**src/rtl/weight_buffer_mb.sv**
```systemverilog
// Multi-bank weight buffer: the host fills one bank with wide words while the
// PE side drains another bank as narrow lanes. Banks circulate in a ring and are
// handed over with write_done / read_done. Reads have a fixed 3-cycle latency.
module weight_buffer_mb #(
   parameter int RD_WIDTH      = 16,
   parameter int WR_WIDTH      = 64,
   parameter int WR_ADDR_WIDTH = 5,
   parameter int RD_ADDR_WIDTH = 7,
   parameter int NUM_BANKS     = 2
) (
   input  logic                         clk,
   input  logic                         reset,
   input  logic                         write_req,
   input  logic [WR_ADDR_WIDTH-1:0]     write_addr,
   input  logic [WR_WIDTH-1:0]          write_data,
   input  logic                         write_done,
   output logic                         write_ready,
   input  logic                         read_req,
   input  logic [RD_ADDR_WIDTH-1:0]     read_addr,
   input  logic                         read_done,
   output logic                         read_ready,
   output logic [RD_WIDTH-1:0]          read_data,
   output logic                         read_data_valid,
   output logic [$clog2(NUM_BANKS):0]   bank_count
);

   localparam int DEPTH   = 1 << WR_ADDR_WIDTH;
   localparam int BANK_W  = $clog2(NUM_BANKS);
   localparam int CNT_W   = BANK_W + 1;
   localparam int RATIO   = WR_WIDTH / RD_WIDTH;
   localparam int LANE_W  = $clog2(RATIO);
   localparam int LANE_IW = (LANE_W > 0) ? LANE_W : 1;
   localparam int MEM_AW  = BANK_W + WR_ADDR_WIDTH;

   localparam logic [CNT_W-1:0] FULL = CNT_W'(NUM_BANKS);

   // Reject parameter sets where the lane split or the bank ring is ill-formed.
   if ((WR_WIDTH % RD_WIDTH) != 0 || (RATIO & (RATIO - 1)) != 0 ||
       RD_ADDR_WIDTH != WR_ADDR_WIDTH + LANE_W) begin : g_bad_width
      $error("weight_buffer_mb: WR_WIDTH/RD_WIDTH must be a power of 2 and RD_ADDR_WIDTH must match");
   end
   if (NUM_BANKS < 2 || (NUM_BANKS & (NUM_BANKS - 1)) != 0) begin : g_bad_banks
      $error("weight_buffer_mb: NUM_BANKS must be a power of 2 and at least 2");
   end

   // Flattened storage: {bank, word} forms the address.
   logic [WR_WIDTH-1:0] mem [0:NUM_BANKS*DEPTH-1];

   logic [BANK_W-1:0] wr_ptr;
   logic [BANK_W-1:0] rd_ptr;

   logic wr_fire;
   logic rd_fire;
   logic wr_accept;
   logic rd_accept;

   // Read pipeline registers.
   logic                     s1_valid;
   logic [BANK_W-1:0]        s1_bank;
   logic [RD_ADDR_WIDTH-1:0] s1_addr;
   logic                     s2_valid;
   logic [WR_WIDTH-1:0]      s2_word;
   logic [LANE_IW-1:0]       s2_lane;

   logic [WR_ADDR_WIDTH-1:0] s1_word;
   logic [LANE_IW-1:0]       s1_lane;

   assign write_ready = (bank_count != FULL);
   assign read_ready  = (bank_count != '0);

   assign wr_accept = write_req  & write_ready;
   assign rd_accept = read_req   & read_ready;
   assign wr_fire   = write_done & write_ready;
   assign rd_fire   = read_done  & read_ready;

   assign s1_word = s1_addr[RD_ADDR_WIDTH-1 -: WR_ADDR_WIDTH];
   assign s1_lane = (LANE_W > 0) ? LANE_IW'(s1_addr) : '0;

   // Bank ring bookkeeping: pointers advance on accepted handovers.
   always_ff @(posedge clk) begin
      if (reset) begin
         wr_ptr     <= '0;
         rd_ptr     <= '0;
         bank_count <= '0;
      end else begin
         // NOTE: sequential state uses non-blocking assignments so every
         // register samples pre-edge values regardless of statement order.
         if (wr_fire) wr_ptr <= wr_ptr + BANK_W'(1);
         if (rd_fire) rd_ptr <= rd_ptr + BANK_W'(1);
         case ({wr_fire, rd_fire})
            2'b10:   bank_count <= bank_count + CNT_W'(1);
            2'b01:   bank_count <= bank_count - CNT_W'(1);
            default: bank_count <= bank_count;
         endcase
      end
   end

   // Wide write port into the current fill bank.
   always_ff @(posedge clk) begin
      // NOTE: storage has no reset; contents are only meaningful once written,
      // and leaving it unreset lets it map onto plain RAM.
      if (wr_accept) mem[{wr_ptr, write_addr}] <= write_data;
   end

   // Three-stage read: capture address, read wide word (read-first), pick lane.
   always_ff @(posedge clk) begin
      if (reset) begin
         s1_valid        <= 1'b0;
         s2_valid        <= 1'b0;
         read_data_valid <= 1'b0;
         read_data       <= '0;
      end else begin
         s1_valid        <= rd_accept;
         s2_valid        <= s1_valid;
         read_data_valid <= s2_valid;
         if (rd_accept) begin
            s1_bank <= rd_ptr;
            s1_addr <= read_addr;
         end
         if (s1_valid) begin
            s2_word <= mem[MEM_AW'({s1_bank, s1_word})];
            s2_lane <= s1_lane;
         end
         if (s2_valid) read_data <= s2_word[s2_lane*RD_WIDTH +: RD_WIDTH];
      end
   end

endmodule

```
**config.mk**
```make
export PLATFORM = sky130hd
export DESIGN_NAME = weight_buffer_mb
export DESIGN_NICKNAME = d
export VERILOG_FILES = /design/src/rtl/weight_buffer_mb.sv
export SDC_FILE = /design/constraint.sdc
export NUM_CORES = 2
export LEC_CHECK = 0
export ABC_AREA = 0
export CAP_MARGIN = 20
export CORE_MARGIN = 4
export CORE_UTILIZATION = 50
export DETAILED_ROUTE_END_ITERATION = 8
export PLACE_DENSITY = 0.68
export SKIP_LAST_GASP = 1
export SLEW_MARGIN = 0
export SYNTH_ARGS = -nofsm -noshare
export SYNTH_HDL_FRONTEND = slang
export SYNTH_SLANG_ARGS = --single-unit
```
**constraint.sdc**
```tcl
create_clock -name clk -period 5 [get_ports clk]
set_input_delay 0.75 -clock clk [delete_from_list [all_inputs] [get_ports clk]]
set_output_delay 0.75 -clock clk [all_outputs]
set_load 0.02 [all_outputs]
```
==> reports/qor.log <==
INFO  synth          post_synth_xor_area_fraction=0.02219%
INFO  placed_design  detailed_place_hpwl=224500um
INFO  clock_network  post_cts_resized=0
INFO  cells_and_area most_frequent_cells_in_the_layout=edfxtp_1 (4170), mux4_2 (1022), clkbuf_16 (417)
INFO  global_route   overflow=0
INFO  cells_and_area layout_commonest_cell=edfxtp_1
INFO  clock_network  cts-buffers-inserted=414
INFO  global_route   grt_pass1_vias=76020
INFO  setup_path     worstSetupPathType=register to register
INFO  setup_path     critical_path.reg2reg.endpoint=s2_word[55]$_DFFE_PP_
INFO  die            placeableCoreArea=314700squm
INFO  global_route   grt_pass1_wl=579900um
INFO  synth          synth-async-reset-ratio=0%
INFO  setup_path     critical_path_peak_fanout=14
INFO  route          route.antenna.remaining_nets=0
INFO  die            num_rows=206
INFO  timing         timing.final.crit_period=3805ps
INFO  synth          synth_area=157900squm
INFO  clock_network  cts.reportedPaths.clkPinSlew=60ps
INFO  clock_network  clock_sinks=4193
INFO  pwr            pwr_density_cell=422.5nW/um^2
INFO  cells_and_area layout_cells_sized_above_1=28.39%
INFO  clock_network  cts_root_buffer=clkbuf_16
INFO  setup_path     worst_r2r_startpoint=s1_addr[4]$_DFFE_PP_
INFO  cells_and_area finalNonFillerCells=11610
INFO  setup_path     crit_path_start_kind=register
INFO  clock_network  post-cts-setup-buffer-count=0
INFO  setup_path     cp-end-kind=register
INFO  timing         report.final.hold_viol_count=0
INFO  cells_and_area num-nets-final=7169
INFO  timing         max_freq=262.8MHz
INFO  clock_network  maximum_root_to_sink_buffer_count=4
INFO  timing         rsz0062_at_grt=false
INFO  synth          ys.warnings.count=0
INFO  pwr            max-vdd-ir-drop=0.0003316V
INFO  global_route   initial_antenna_violation_count=23
INFO  die            starting_density_of_the_core=50.17%
INFO  setup_path     worstSetupEndpoint=s2_word[55]$_DFFE_PP_
INFO  synth          number_of_cells_produced_by_synthesis=6640
INFO  synth          synth_simple_gate_area_share=0.8724%
INFO  route          routed_wire_length_per_instance=35.23um
INFO  setup_path     cp_data_arrival_time=4560ps
INFO  route          drt-vias-per-instance=6.544
INFO  route          first_iter_violations=10460
INFO  timing         timing.setup.tns=0ps
INFO  synth          synth_fa_ha_area_share=0.007924%
INFO  route          drt-total-wl=409100um
INFO  timing         fin_skew=77.46ps
INFO  die            floorplan.die.width=570.0um
INFO  timing         timing.final.max_slew_violations=0
INFO  synth          seq_area_frac_synth=79.59%
INFO  clock_network  clk_latency=960ps
INFO  synth          distinct_cell_type_count_after_synthesis=41
INFO  clock_network  htreeDepth=5
INFO  placed_design  place_congestion=0.8233
INFO  timing         layout_worst_path_cycle_share=76.11%
INFO  synth          mappedNetlistNets=6723
INFO  placed_design  place.port_buffers=102
INFO  setup_path     worstPathRequired=5760ps
INFO  clock_network  cts_tree=built
INFO  route          detail_route.first_pass.iterations=8
INFO  synth          fraction_of_the_mapped_netlist_area_in_compound_gates=2.703%
INFO  synth          postSynthRegisterBits=4193
INFO  pwr            p_leak=55.74nW
INFO  setup_path     setup.worst_path.start=s1_addr[4]$_DFFE_PP_
INFO  clock_network  holdBufCountCts=0
INFO  synth          ys_dominant_reg_cell=edfxtp_1
INFO  timing         maxSlewHeadroom=20.35%
INFO  synth          main_combinational_cell_family_by_area_after_synthesis=multiplexers
INFO  route          vias=75990
INFO  route          drcViolationCount=0
INFO  synth          synth_edf_count=4170
INFO  synth          postSynthAreaPerCell=23.78squm
INFO  global_route   grt_max_degree=100
INFO  worst_hold_path worst_min_delay_path_class=input pin to register
INFO  run_status     outcome=complete, no violations
INFO  setup_path     reg2reg_slack=1190ps
INFO  timing         worstMarginPinSlew=1184ps
INFO  timing         setup-violations-final=0
INFO  setup_path     reg2reg_depth=6
INFO  die            io_pins=103
INFO  placed_design  placed_cells_incl_taps=10790
INFO  global_route   grt_use_total=25.13%
INFO  cells_and_area layout-area-overhead-vs-synth=13.99%
INFO  die            floorplan.die_area=324900squm
INFO  synth          synth.mux.area_fraction=15.55%
INFO  job            maxCapViolCount=0
INFO  die            die_height=570.0um
[critical path, stage by stage (launching register included)]
cell and delay, ps:
edfxtp_1 760, buf_4 350, nand3b_1 720, buf_4 440, o22ai_1 110, nor4_1 880
o22a_1 320
[worst min path at each step]
stage / cells after the start / end / slack (ps) / start
after floorplan: 0 / s2_lane[0]$_DFFE_PP_ / 400 / s1_addr[0]$_DFFE_PP_
after global placement: 0 / s2_lane[1]$_DFFE_PP_ / 410 / s1_addr[1]$_DFFE_PP_
after detailed placement: 0 / s2_lane[0]$_DFFE_PP_ / 420 / s1_addr[0]$_DFFE_PP_
after CTS: 1 / mem[1][15]$_DFFE_PP_ / 180 / write_data[15]
after global routing: 1 / mem[48][57]$_DFFE_PP_ / 60 / write_data[57]
final: 1 / mem[48][57]$_DFFE_PP_ / 90 / write_data[57]
[sequential cells by signal, summed over array words and instances (netlist names), 2 cells and up]
register / count
bank_count: 2
mem: 4096
read_data: 16
s1_addr: 7
s2_lane: 2
s2_word: 64
[per-layer routing]
layer | part of all wire [%] | wire [um] | track usage [%] | vias to the layer above
li1 | - | - | - | 29760
met1 | 38 | 154900 | 35.66 | 41020
met2 | 48 | 195900 | 39.37 | 4468
met3 | 9.9 | 40560 | 4.657 | 739
met4 | 4.3 | 17700 | 9.496 | 6
met5 | 0.0068 | 28 | 0 | -
[metrics by stage]
| step | setup slack (ps) | total power, mW | instance area, sq um | util, % | hold WS [ps] |
|---|---|---|---|---|---|
| global placement | 1143 | 45.70 | 165500 | 52.59 | 405.3 |
| global route | 1240 | 78.33 | 180000 | 57.18 | 62.07 |
| CTS | 1274 | 76.40 | 179100 | 56.92 | 179.6 |
| floorplan | 262.4 | 43.37 | 157900 | - | 400.3 |
| finish | 1195 | 76.05 | 180000 | 57.19 | 90.29 |
| detailed placement | 1164 | 45.82 | 165600 | 52.61 | 415.1 |
[area by class of cell]
class,instances,area [sq um]
multi-input combinational,2067,30820
antenna,21,52.55
timing repair buffer,410,4667
fill,22080,134700
clock inverter,271,2855
clock buffer,490,10710
tap,4160,5205
sequential,4193,125700
[logic make-up after synthesis]
kind of cell    count (synthesis)
compound gates                610
xor+xnor                        4
fa+ha+maj                       1
buf+inv                       380
flops                        4193
mux                          1171
simple gates                  281
[report_power, final]
| group | internal, mW | switching (mW) | total [mW] |
|---|---|---|---|
| clock network | 17.7 | 13.2 | 30.9 |
| registers | 39.1 | 0.150 | 39.2 |
| logic | 2.35 | 3.59 | 5.93 |
| total | 59.1 | 16.9 | 76.0 |
[synth_stat cells, drive strengths merged, types with 39 or more instances]
| cell type | n | share of area [%] |
|---|---|---|
| a31oi | 39 | 0.15 |
| mux4 | 1022 | 15 |
| mux2i | 116 | 0.74 |
| clkbuf | 125 | 0.31 |
| buf | 255 | 0.94 |
| a22o | 90 | 0.50 |
| nor2 | 114 | 0.27 |
| nor4 | 55 | 0.22 |
| o221ai | 61 | 0.34 |
| a2bb2oi | 46 | 0.26 |
| edfxtp | 4170 | 79 |
| o22ai | 257 | 1.0 |
| o21ai | 49 | 0.16 |
Power figures use the tool's default switching activity.
